$ cat src/rtl/gates_pkg.sv
// rtl/gates_pkg.sv - shared constants for the registered AND/NAND/NOR gate bank
package gates_pkg;

    localparam int GATES_WIDTH = 1;

    // Result registers clear to zero, even for nand/nor whose logical value at a=b=0 is 1.
    localparam logic GATES_RST_BIT = 1'b0;

    // Per-bit truth table indexed by {a,b}; each 3-bit entry is {and,nand,nor}.
    localparam logic [11:0] GATES_TRUTH = 12'b100_010_010_011;

endpackage

$ cat src/rtl/gate_bit_slice.sv
// rtl/gate_bit_slice.sv - one-bit combinational and/nand/nor slice
module gate_bit_slice (
    input  logic a,
    input  logic b,
    output logic and_y,
    output logic nand_y,
    output logic nor_y
);

    assign and_y  = a & b;
    assign nand_y = ~(a & b);
    assign nor_y  = ~(a | b);

endmodule

$ cat src/rtl/and_nand_nor_gates.sv
// rtl/and_nand_nor_gates.sv - one-cycle registered gate bank with valid and all-ones flags
// GATES_HOLD_EN: results hold unless in_valid; otherwise they capture a,b on every edge.
module and_nand_nor_gates
    import gates_pkg::*;
#(
    parameter int WIDTH = GATES_WIDTH
) (
    input  logic             clk,
    input  logic             rst,
    input  logic [WIDTH-1:0] a,
    input  logic [WIDTH-1:0] b,
    input  logic             in_valid,
    output logic [WIDTH-1:0] and_y,
    output logic [WIDTH-1:0] nand_y,
    output logic [WIDTH-1:0] nor_y,
    output logic             and_all,
    output logic             nand_all,
    output logic             nor_all,
    output logic             out_valid
);

    logic [WIDTH-1:0] and_c;
    logic [WIDTH-1:0] nand_c;
    logic [WIDTH-1:0] nor_c;

    for (genvar i = 0; i < WIDTH; i++) begin : g_slice
        gate_bit_slice u_slice (
            .a      (a[i]),
            .b      (b[i]),
            .and_y  (and_c[i]),
            .nand_y (nand_c[i]),
            .nor_y  (nor_c[i])
        );
    end

    always_ff @(posedge clk or posedge rst) begin
        if (rst) begin
            and_y     <= {WIDTH{GATES_RST_BIT}};
            nand_y    <= {WIDTH{GATES_RST_BIT}};
            nor_y     <= {WIDTH{GATES_RST_BIT}};
            out_valid <= 1'b0;
        end else begin
            out_valid <= in_valid;
`ifdef GATES_HOLD_EN
            // Gating the capture keeps X on idle operands out of the result registers.
            if (in_valid) begin
                and_y  <= and_c;
                nand_y <= nand_c;
                nor_y  <= nor_c;
            end
`else
            and_y  <= and_c;
            nand_y <= nand_c;
            nor_y  <= nor_c;
`endif
        end
    end

    assign and_all  = &and_y;
    assign nand_all = &nand_y;
    assign nor_all  = &nor_y;

endmodule

$ cat config.mk
export PLATFORM = sky130hd
export DESIGN_NAME = and_nand_nor_gates
export DESIGN_NICKNAME = d
export VERILOG_FILES = /design/src/rtl/gates_pkg.sv /design/src/rtl/gate_bit_slice.sv /design/src/rtl/and_nand_nor_gates.sv
export SDC_FILE = /design/constraint.sdc
export NUM_CORES = 1
export LEC_CHECK = 0
export CORE_AREA = 4 4 41 43
export CTS_BUF_LIST = sky130_fd_sc_hd__clkbuf_16
export DETAILED_ROUTE_END_ITERATION = 7
export DIE_AREA = 0 0 45 47
export DONT_BUFFER_PORTS = 1
export GPL_TIMING_DRIVEN = 0
export PLACE_DENSITY = 0.3
export SLEW_MARGIN = 15
export SYNTH_ARGS = -nofsm -noshare
export SYNTH_HDL_FRONTEND = slang
export SYNTH_SLANG_ARGS = --single-unit
$ cat constraint.sdc
create_clock -name clk -period 0.8 [get_ports clk]
set_input_delay 0.08 -clock clk [delete_from_list [all_inputs] [get_ports clk]]
set_output_delay 0.08 -clock clk [all_outputs]
set_load 0.05 [all_outputs]
After elaboration in Yosys (flattened, before gate mapping)
Cells that the tools add are included.
{"block": "classes", "bitwise": 4}
{"operator": "$not 1->1", "count": 2}
{"operator": "$and 1x1->1", "count": 1}
{"operator": "$or 1x1->1", "count": 1}
{"block": "word_totals", "register_bits": 4, "inputBits": 5, "out_inout_bits": 7, "word_cells": 8}

Depth between registers and ports, before layout
Gate-level depths: netlist (run 1).
{"block": "logic_depth", "depth_word": 2, "depth_mapped": 1}

By module
Synthesis (run 1) repeated with hierarchy kept, for this count alone.
{"block": "hier_totals", "hier_cells": 11, "area_unflattened_um2": 140.1}
{"mod": "and_nand_nor_gates", "n_inst": 1, "cells_each": 8, "area_per_inst_um2": 126.4}
{"mod": "gate_bit_slice", "n_inst": 1, "cells_each": 3, "area_per_inst_um2": 13.8}

Least setup slack after synthesis (run 1)
OpenSTA, ideal clock, no wires.
{"block": "synth_path", "path_kind": "register -> output", "start": "reg and_y (netlist: and_all)", "end": "out and_y", "arrival_ns": 0.886, "path_slack_ns": -0.166, "path_stages_with_launch": 2, "n_path_buf": 1, "path_cell_list": "dfrtp_1 > buf_4"}
{"element": "from (decl)", "line": "and_nand_nor_gates.sv:13", "source": "output logic [WIDTH-1:0] and_y,"}
{"element": "from (signal assigned)", "line": "and_nand_nor_gates.sv:38", "source": "and_y <= {WIDTH{GATES_RST_BIT}};"}
{"element": "from (signal assigned)", "line": "and_nand_nor_gates.sv:52", "source": "and_y <= and_c;"}
No word-level cell between the ends.

Worst setup path in the final report (run 1)
{"block": "layout_path", "start": "reg and_y (netlist: and_all)", "end": "out and_y"}
No word-level cell between the ends.

==> results.ini, run 1 <==
[drt]
drt_first_pass_iters = 1
ant_nets = 0
wl_met3_um = 68
wl_met2_um = 110
via_per_inst = 2.941
top_layer = met4
vias = 100
drt_iter0_markers = 0
wl_per_cell_um = 9.294
wl_um = 316
wl_met1_um = 107
route.detailed.drc = 0

[critical_path]
worstSetupPathDepth = 1
cp_slowest_cell = dfrtp_2
critical_path_class = register to output pin
cpLargestDelayFamily = flip-flops
worstSetupStartpoint = and_all$_DFF_PP0_
cp.arrival_ps = 940
path_cells = buf_8
start_kind = register
crit_buf_inv = 1
slowest_delay_ps = 530
cp_data_required_time_ps = 720
cp-end-kind = output pin
endpoint = and_y
crit_fanout = 2

[clock_network]
root_buffer = clkbuf_16
cts_num_sinks = 4
clk_pin_slew_ps = 30
clockBufferDepth = 2
htree_levels = 1
cts_buffers = 3
cts_tree = yes

[logic_synthesis]
synth_area_um2 = 140.1
syn_inst = 11
synth_fp_nets = 16
synth.distinct_cells = 6
syn_avg_cell_area_um2 = 12.74
ys_ff_latch = 4
yosysWarnings = 0
seq_area_frac_synth = 0.7143

[placed_design]
gp_congestion = 0.5380
port_buffers = 0
preCtsSetupSlack_ps = -3.910

[global_route]
overflow = 0
grt_pass1_vias = 105
grt_antenna_before_repair = 0
grt.total_usage = 0.04293
grt_max_degree = 5
grt_pass1_wl_um = 448

[floorplanning]
die_w_um = 45
die_height_um = 47
start_util = 0.1077
io_pins = 12
die_area_um2 = 2115
core_area_um2 = 1301
rows = 13

[sta]
rsz0062_at_grt = yes
worst_slack_ps = -224.8
fmax_ghz = 0.9758
slew_viol_final = 0
relSlewSlack = 0.8075
finalHoldViolCount = 0
setup_viol_count_final = 7
finalCritPeriodShare = 1.281
layout_min_cycle_time_ps = 1025
max_slew.worst_pin.slew_ps = 289.6
hold_ws_ps = 177.2
fin_setup_tns_ps = -765.0

[power_and_ir_drop]
power_density_nw_per_um2 = 3695
power_leakage_nw = 0.1366
ir_drop_mv = 0.9016

[status]
status = finished with violations
violations = negative setup slack

[cells_and_area]
n_antenna_cell = 0
fill_cells = 145
drive_gt1_frac = 0.5263
area_growth_pct = 117.9
final_nets = 25

[flow_run]
maxCapViolCount = 0

[worst_hold_path]
hold_class = input port to asynchronous set/reset pin

[what timing repair did]
item	4_1_cts	5_1_grt
hold endpoints to repair	8	0
hold buffers	4	0
setup endpoints to repair	7	7
resized for setup	4	0
buffers inserted	0	0
[final cells by class]
cell class                 instances  area, µm²  share of cell area
buffer                             3      45.04              0.1475
clock buffer                       3      75.07              0.2459
clock inverter                     1      3.754             0.01230
inverter                           1      3.754             0.01230
multi-input combinational          3      13.76             0.04508
sequential                         4      105.1              0.3443
tap                               15      18.77             0.06148
timing repair buffer               4      40.04              0.1311
[power by group]
group | internal [W] | total, W | switching [W]
clock | 0.000645 | 0.000789 | 0.000144
combinational | 0.0000358 | 0.0000763 | 0.0000405
sequential | 0.000216 | 0.000263 | 0.0000468
total | 0.000897 | 0.00113 | 0.000231
[Yosys cell counts (all sizes together)]
cell	instances	area, µm²
and2	1	6.260
buf	3	22.52
dfrtp	4	100.1
inv	1	3.750
nand2	1	3.750
nor2	1	3.750
[registers in the layout, indices dropped and copies added, names as in the netlist]
register	count
nand_all	1
out_valid	1
nor_all	1
and_all	1
[how the worst min path moves through the flow]
stage / from / end / cells past startpoint
floorplan: rst / out_valid$_DFF_PP0_ / 1
global placement: rst / out_valid$_DFF_PP0_ / 1
detailed placement: rst / out_valid$_DFF_PP0_ / 1
CTS: rst / nand_all$_DFF_PP0_ / 2
global route: rst / and_all$_DFF_PP0_ / 2
finish: rst / nand_all$_DFF_PP0_ / 2
[kinds of logic (layout without fill, tap and decap cells)]
| logic type | after synthesis | in the layout | synth area share |
|---|---|---|---|
| buf+inv | 4 | 12 | 0.1875 |
| flops | 4 | 4 | 0.7143 |
| simple gates | 3 | 3 | 0.09819 |
[layout by cell type (no fill, tap or decap)]
| cell type | Yosys | final |
|---|---|---|
| clkbuf_16 | 0 | 3 |
| and2_1 | 1 | 1 |
| nor2_1 | 1 | 1 |
| inv_1 | 1 | 2 |
| buf_8 | 0 | 3 |
| nand2_1 | 1 | 1 |
| dlygate4sd3_1 | 0 | 4 |
| dfrtp_2 | 0 | 4 |
[metrics by stage]
stage	std cells	utilization	area, µm²	power, W
6_report	34	0.2346	305.3	0.001128
5_1_grt	34	0.2346	305.3	0.001165
4_1_cts	34	0.2346	305.3	0.001145
3_5_place_dp	26	0.1337	173.9	0.0003180
3_3_place_gp	26	0.1337	173.9	0.0003183
2_1_floorplan	11	-	155.1	0.0003128
[metal layers]
layer | GRT usage | vias to the layer above
li1 | - | 44
met1 | 0.02546 | 41
met2 | 0.04237 | 11
met3 | 0.04981 | 4
met4 | 0.08772 | 0
met5 | 0 | -
Power figures use the tool's default switching activity.
==> inputs of run 2 (changes only) <==
--- a/config.mk
+++ b/config.mk
@@ -11,6 +11,7 @@
 export DIE_AREA = 0 0 45 47
 export DONT_BUFFER_PORTS = 1
 export GPL_TIMING_DRIVEN = 0
+export HOLD_SLACK_MARGIN = 0.06
 export PLACE_DENSITY = 0.3
 export SLEW_MARGIN = 15
 export SYNTH_ARGS = -nofsm -noshare
==> results of run 2 <==
The final DEF is identical to that of run 1; final timing and power are the same.
